===== src/rtl/matmul_arbiter.sv =====
// Round-robin scheduler sharing one 2x2 8-bit matrix-multiply engine among NUM_REQ requesters.
// Optional engine watchdog compiled in with MATMUL_ARB_TIMEOUT_EN.
module matmul_arbiter #(
  parameter int NUM_REQ = 4,
  parameter int TIMEOUT = 31
) (
  input  logic                   clk,
  input  logic                   rst,
  input  logic [NUM_REQ-1:0]     req,
  input  logic [32*NUM_REQ-1:0]  req_a,
  input  logic [32*NUM_REQ-1:0]  req_b,
  output logic [NUM_REQ-1:0]     gnt,
  output logic [NUM_REQ-1:0]     done,
  output logic [NUM_REQ-1:0]     err,
  output logic [31:0]            res,
  output logic                   eng_start,
  output logic [31:0]            eng_a,
  output logic [31:0]            eng_b,
  input  logic                   eng_done,
  input  logic [31:0]            eng_res,
  output logic                   eng_rst
);

  localparam int PW = (NUM_REQ > 1) ? $clog2(NUM_REQ) : 1;

  typedef enum logic [1:0] {IDLE, WAIT, RESP} state_t;

  state_t               state, state_n;
  logic [PW-1:0]        ptr, ptr_n, cur, cur_n, sel, ptr_adv;
  logic [PW:0]          idx;
  logic                 hit;
  logic [NUM_REQ-1:0]   gnt_n, done_n;
  logic [31:0]          res_n, a_n, b_n;
  logic                 start_n, eng_rst_n;

`ifdef MATMUL_ARB_TIMEOUT_EN
  localparam int CW = $clog2(TIMEOUT + 1);
  logic [CW-1:0]        cnt, cnt_n;
  logic [NUM_REQ-1:0]   err_n;
`else
  assign err = '0;
`endif

  // First set request at or after ptr, wrapping; idx never exceeds 2*NUM_REQ-2.
  always_comb begin
    hit = 1'b0;
    sel = ptr;
    idx = '0;
    for (int unsigned k = 0; k < NUM_REQ; k++) begin
      idx = {1'b0, ptr} + (PW+1)'(k);
      if (idx >= (PW+1)'(NUM_REQ))
        idx = idx - (PW+1)'(NUM_REQ);
      if (!hit && req[idx[PW-1:0]]) begin
        hit = 1'b1;
        sel = idx[PW-1:0];
      end
    end
  end

  assign ptr_adv = (cur == PW'(NUM_REQ - 1)) ? '0 : PW'(cur + 1'b1);

  always_comb begin
    state_n   = state;
    ptr_n     = ptr;
    cur_n     = cur;
    gnt_n     = gnt;
    done_n    = '0;
    res_n     = res;
    start_n   = 1'b0;
    a_n       = eng_a;
    b_n       = eng_b;
    eng_rst_n = 1'b1;
`ifdef MATMUL_ARB_TIMEOUT_EN
    err_n     = '0;
    cnt_n     = cnt;
`endif
    unique case (state)
      IDLE: begin
        if (hit) begin
          gnt_n      = '0;
          gnt_n[sel] = 1'b1;
          cur_n      = sel;
          a_n        = req_a[32*sel +: 32];
          b_n        = req_b[32*sel +: 32];
          start_n    = 1'b1;
          state_n    = WAIT;
`ifdef MATMUL_ARB_TIMEOUT_EN
          cnt_n      = '0;
`endif
        end
      end
      WAIT: begin
        if (eng_done) begin
          res_n   = eng_res;
          done_n  = gnt;
          gnt_n   = '0;
          ptr_n   = ptr_adv;
          state_n = RESP;
        end
`ifdef MATMUL_ARB_TIMEOUT_EN
        // cnt holds the number of WAIT edges seen; this edge makes it TIMEOUT.
        else if (cnt == CW'(TIMEOUT - 1)) begin
          err_n     = gnt;
          gnt_n     = '0;
          eng_rst_n = 1'b0;
          ptr_n     = ptr_adv;
          state_n   = RESP;
        end else begin
          cnt_n = CW'(cnt + 1'b1);
        end
`endif
      end
      RESP:    state_n = IDLE;
      default: state_n = IDLE;
    endcase
  end

  always_ff @(posedge clk) begin
    if (!rst) begin
      state     <= IDLE;
      ptr       <= '0;
      cur       <= '0;
      gnt       <= '0;
      done      <= '0;
      res       <= '0;
      eng_start <= 1'b0;
      eng_a     <= '0;
      eng_b     <= '0;
      eng_rst   <= 1'b0;
`ifdef MATMUL_ARB_TIMEOUT_EN
      err       <= '0;
      cnt       <= '0;
`endif
    end else begin
      state     <= state_n;
      ptr       <= ptr_n;
      cur       <= cur_n;
      gnt       <= gnt_n;
      done      <= done_n;
      res       <= res_n;
      eng_start <= start_n;
      eng_a     <= a_n;
      eng_b     <= b_n;
      eng_rst   <= eng_rst_n;
`ifdef MATMUL_ARB_TIMEOUT_EN
      err       <= err_n;
      cnt       <= cnt_n;
`endif
    end
  end

endmodule


===== config.mk =====
export PLATFORM = sky130hd
export DESIGN_NAME = matmul_arbiter
export DESIGN_NICKNAME = d
export VERILOG_FILES = /design/src/rtl/matmul_arbiter.sv
export SDC_FILE = /design/constraint.sdc
export NUM_CORES = 1
export LEC_CHECK = 0
export ABC_AREA = 1
export BUFFER_PORTS_ARGS = -buffer_cell sky130_fd_sc_hd__buf_2
export CAP_MARGIN = 20
export CORE_AREA = 2 2 159 161
export CTS_CLUSTER_SIZE = 12
export DETAILED_ROUTE_END_ITERATION = 7
export DIE_AREA = 0 0 161 163
export PLACE_DENSITY = 0.68
export SYNTH_ARGS = -nofsm -noshare
export SYNTH_HDL_FRONTEND = slang
export SYNTH_SLANG_ARGS = --single-unit

===== constraint.sdc =====
create_clock -name clk -period 3.34 [get_ports clk]
set_input_delay 0.501 -clock clk [delete_from_list [all_inputs] [get_ports clk]]
set_output_delay 0.501 -clock clk [all_outputs]
set_load 0.005 [all_outputs]

; ---- Word level (Yosys, flattened, before mapping)
; Index checks and enable logic that the tools add are counted.
[totals]
out_inout_bits = 110
elab_cells = 80
in_bits = 295
reg_bits = 112
[op_classes]
mux = 31
add_sub_neg = 8
n_eq_ne = 4
reduce_logical = 15
magnitude_cmp = 10
shifts = 2
[op_table]
columns = op, count
row1 = 128-bit by 8-bit indexed part select with 32-bit output, 2
row2 = 2-bit 2-to-1 mux, 11
row3 = "2-bit by 3-bit less-than comparator with 1-bit output, second input constant", 5
row4 = 1-bit 2-to-1 mux, 11
row5 = "3-bit greater-or-equal comparator, second input constant", 3
row6 = 1-bit binary-select mux with 2-bit select, 4
row7 = 4-bit 2-to-1 mux, 2
row8 = 4-bit one-hot mux with 2 select lines, 1
row9 = 2-bit AND reduction, 4
row10 = "2-bit by 1-bit subtractor with 2-bit output, second input constant", 4
row11 = "2-bit by 2-bit adder with 3-bit output, second input constant", 2
row12 = 3-bit AND reduction, 2
row13 = 1-bit logical AND, 4
row14 = "2-bit inequality test, second input constant", 2
row15 = 2-bit one-hot mux with 2 select lines, 1
row16 = "2-bit by 1-bit adder with 3-bit output, second input constant", 1
row17 = "2-bit by 3-bit greater-or-equal comparator with 1-bit output, second input constant", 1
row18 = 1-bit zero test, 3
row19 = "2-bit by 1-bit adder with 2-bit output, second input constant", 1
row20 = 1-bit demux with 2-bit select, 1
row21 = "2-bit by 1-bit == test with 1-bit output, second input constant", 1
row22 = "2-bit == test, second input constant", 1
row23 = "2-bit by 1-bit greater-or-equal comparator with 1-bit output, second input constant", 1
row24 = 2-bit zero test, 1
row25 = 2-bit nonzero test, 1

; ---- Logic depth before layout (Yosys ltp)
[depth]
depth_word = 20
mapped_depth = 19
mapped_depth_nobuf = 16

; ---- Worst setup path after synthesis
; Ideal clock, no wire load.
[synth_timing]
kind = reg2reg
startpoint = register ptr[1]
endpoint = register eng_a[14]
required_time_ns = 3.231
setup_ns = 0.109
arrival_time_ns = 1.790
path_buffers = 3
period_less_slack_ns = 1.899
path_stages_with_launch = 16
setup_slack_ns = 1.441
cell_sequence = dfxtp_1 -> buf_2 -> inv_4 -> nand2_1 -> nand2_1 -> nand2_1 -> nand2_2 -> nor2_4 -> nand2_1 -> nor2_1 -> nor3_4 -> buf_2 -> buf_2 -> nand3_1 -> nand2_1 -> inv_1
[synth_via]
elab_chain_cells = 15
elab_cells_between_ends = 39
classes_between = 7 x add/sub / 4 x order compare / 1 x shift / 20 x mux / 7 x reduce/logical
[synth_rtl]
columns = item, line
row1 = start: declaration, 29  ; logic [PW-1:0] ptr, ptr_n, cur, cur_n, sel, ptr_adv;
row2 = start signal: assignment, 136  ; ptr <= ptr_n;
row3 = "parallel branches: the longest is 15 deep, another holds 2-bit by 1-bit adder with 3-bit output", n/a
row4 = end signal: assignment, 142  ; eng_a <= a_n;
row5 = end: declaration, 17  ; output logic [31:0] eng_a,
; Several ways; the timed one is not identified. The select of a mux whose other input is x is not followed.
; A chain may end at the register's enable or synchronous reset.

; ---- Final worst setup path
[layout_timing]
startpoint = register ptr[0]
endpoint = register eng_b[16]
[layout_via]
elab_chain_cells = 15
elab_cells_between_ends = 39
classes_between = 7 x add/sub / 4 x order compare / 1 x shift / 20 x mux / 7 x reduce/logical
[layout_rtl]
columns = item, line
row1 = "parallel branches: the longest is 15 deep, another holds 2-bit by 1-bit adder with 3-bit output", n/a
row2 = end signal: assignment, 143  ; eng_b <= b_n;
row3 = end: declaration, 18  ; output logic [31:0] eng_b,
; Several ways; the timed one is not identified. The select of a mux whose other input is x is not followed.

==> results.tsv <==
metric	value	unit
mappedNetlistArea	0.00723	mm^2
grt_pass1_wl	41300	um
gate_count_post_synth	1265	
final_period_utilization	78.5	%
yosys_most_used_dff	dfxtp_1	
post_cts.resized_instances	0	
setup_tns	0	ns
ios	405	
clk_latency	0.35	ns
vdd_ir_drop_max	0.463	mV
power_density	746	mW/mm^2
hp_class	input port to flop	
deepest_level_of_the_cts_h_tree	3	
timing.critical_path.max_delay_family	simple AND/OR/NAND/NOR gates	
finalHoldViolCount	0	
grt_max_degree	74	
instances_no_fill	1934	
num-nets-final	1894	
total_chip_power	7.19	mW
cp.buffers_inverters	3	
slew_violations	0	
worst-slew-pin-transition	0.959	ns
edff_count_synth	0	
dieWidth	161	um
unrepaired_setup_endpoints_after_global_routing	false	
cpPeakStageDelay	0.47	ns
clkTransAtPathRegs	0.08	ns
initialDrtViolationCount	506	
total_leakage_power	5.73	nW
grt_antenna_before_repair	1	
cts_tree	done	
cp_data_required_time	3.64	ns
cts_hold_repair.buffers	0	
port-buffer-count	400	
gpl.final_weighted_congestion	0.880	
cpMaxStageDelayCell	dfxtp_1	
core.rowCount	58	
fp.dieH	163	um
kind_of_launch_point_of_the_worst_setup_path	flop	
path_max_fanout	55	
most_frequent_standard_cell_in_the_layout_excluding_fill_and_tap_cells	nand2_1	
fin_crit	2.62	ns
cts_sinks	112	
worstSetupPathType	flop to flop	
post_route_cell_area	0.00964	mm^2
firstDrtPassIters	8	
area.growth.synth_to_final	33.4	%
post_drt_via_cell_ratio	4.69	
timing.hold.ws	0.355	ns
cell_by_cell_trace_of_the_critical_path	buf_4 > nand2_1 > nand2_1 > nand2_1 > nand2_1 > nand4_4 > nand2_4 > buf_4 > nand3_1 > nand2_1 > nand2_1 > nand3_1 > nand2_1 > inv_1	
synthesis.yosys.warnings	0	
post_dp_cell_area	0.00935	mm^2
placedCellCount	1917	
most-common-layout-cells	nand2_1, buf_2, nand3_1, nor2_1, dfxtp_1	
async_reset_ff_share	0	%
post_synth_num_cell_types	26	
synth_sequential_area_ratio	31.0	%
coreArea	0.0247	mm^2
grt-ovfl-total	0	
first_global_vias	8285	
route.vias.total	9066	
cp_common_cell	nand2_1	
cts_made_buffers	9	
utilization	39.1	%
track_usage	19.4	%
remaining_drc_errors	0	
maxCapViolations	0	
routed_wl	26800	um
setup_viol_count_final	0	
drive_gt1_share	27.9	%
cts_root_buf	clkbuf_16	
max_freq	382	MHz
finalWorstSetupSlack	0.719	ns
initial_utilization	29.3	%
post_synth.cell_area_avg	5.71	um^2
timing.clock.skew	0.00783	ns
data_arrival_time_at_the_worst_slack_endpoint	2.92	ns
routed_wire_length_per_instance	13.8	um
drtAntennaViolNets	0	
dp_slack	0.760	ns
cts_buffer_depth	2	
relSlewSlack	36.0	%
dp.final_hpwl	19300	um
run_status	finished clean	
post-cts-setup-buffer-count	0	
fp.dieArea	0.0262	mm^2
synth.ff_latch_count	112	
worstSetupEndpointType	flop	
-- where the power goes --
part | internal (mW) | leakage, nW | switching (mW)
clock | 0.544 | 0.140 | 0.539
combinational | 1.50 | 4.67 | 2.68
sequential | 1.73 | 0.924 | 0.201
-- cell type report --
class / count / area, um^2
Antenna cell: 1 / 2.50
Clock buffer: 11 / 243
Sequential cell: 112 / 2240
Inverter: 83 / 315
Timing Repair Buffer: 417 / 2220
Fill cell: 2732 / 15000
Clock inverter: 5 / 47.5
Tap cell: 330 / 413
Multi-Input combinational cell: 975 / 4160
-- registers in the layout, summed over array words and instances (netlist names) --
name,flops
state,2
cur,2
done,4
eng_b,32
res,32
eng_a,32
ptr,2
eng_start,1
eng_rst,1
gnt,4
-- synth_stat cells (2+ instances only) --
library cell | instances | area (um^2)
nand2_2 | 4 | 25.0
buf_2 | 46 | 230
nand2_1 | 506 | 1900
dfxtp_1 | 112 | 2240
buf_4 | 22 | 165
o21ai_0 | 2 | 10.0
inv_2 | 3 | 11.3
buf_6 | 5 | 56.3
nor2_1 | 136 | 510
inv_1 | 79 | 297
a21oi_1 | 35 | 175
o21ai_1 | 3 | 15.0
nand3_1 | 276 | 1380
clkbuf_1 | 24 | 90.1
-- cells by family (layout without fill, tap and decap cells) --
family          Yosys count  in the layout  synth area share [%]
simple gates            927            927                  53.7
buf+inv                 181            516                  11.9
flops                   112            112                  31.0
compound gates           43             43                  3.10
fa+ha+maj                 1              1                 0.173
other cells               1              5                0.0519
-- worst register-to-register path, delay by kind of cell, from the launching register on --
kind,cells,cell delay [ns]
and+or+nand+nor,11,1.36
buffers and inverters,3,0.75
DFF,1,0.47
-- worst paths after layout --
kind                            startpoint         to  slack [ns]  cells after the start
worst max-delay path                ptr[0]  eng_b[16]        0.72                     14
worst min-delay path              eng_done   state[0]        0.35                      2
worst max register to register      ptr[0]  eng_b[16]        0.72                     14
worst min register to register      gnt[0]    done[0]        0.46                      2
-- metal layers --
layer | up-vias | share of wire (%) | global-route usage [%]
met5 | - | 0 | 0
met4 | 0 | 2.2 | 6.05
met3 | 35 | 8.9 | 5.37
met2 | 387 | 49 | 34.5
met1 | 4022 | 40 | 22.7
li1 | 4622 | - | -
Power figures use the tool's default switching activity.
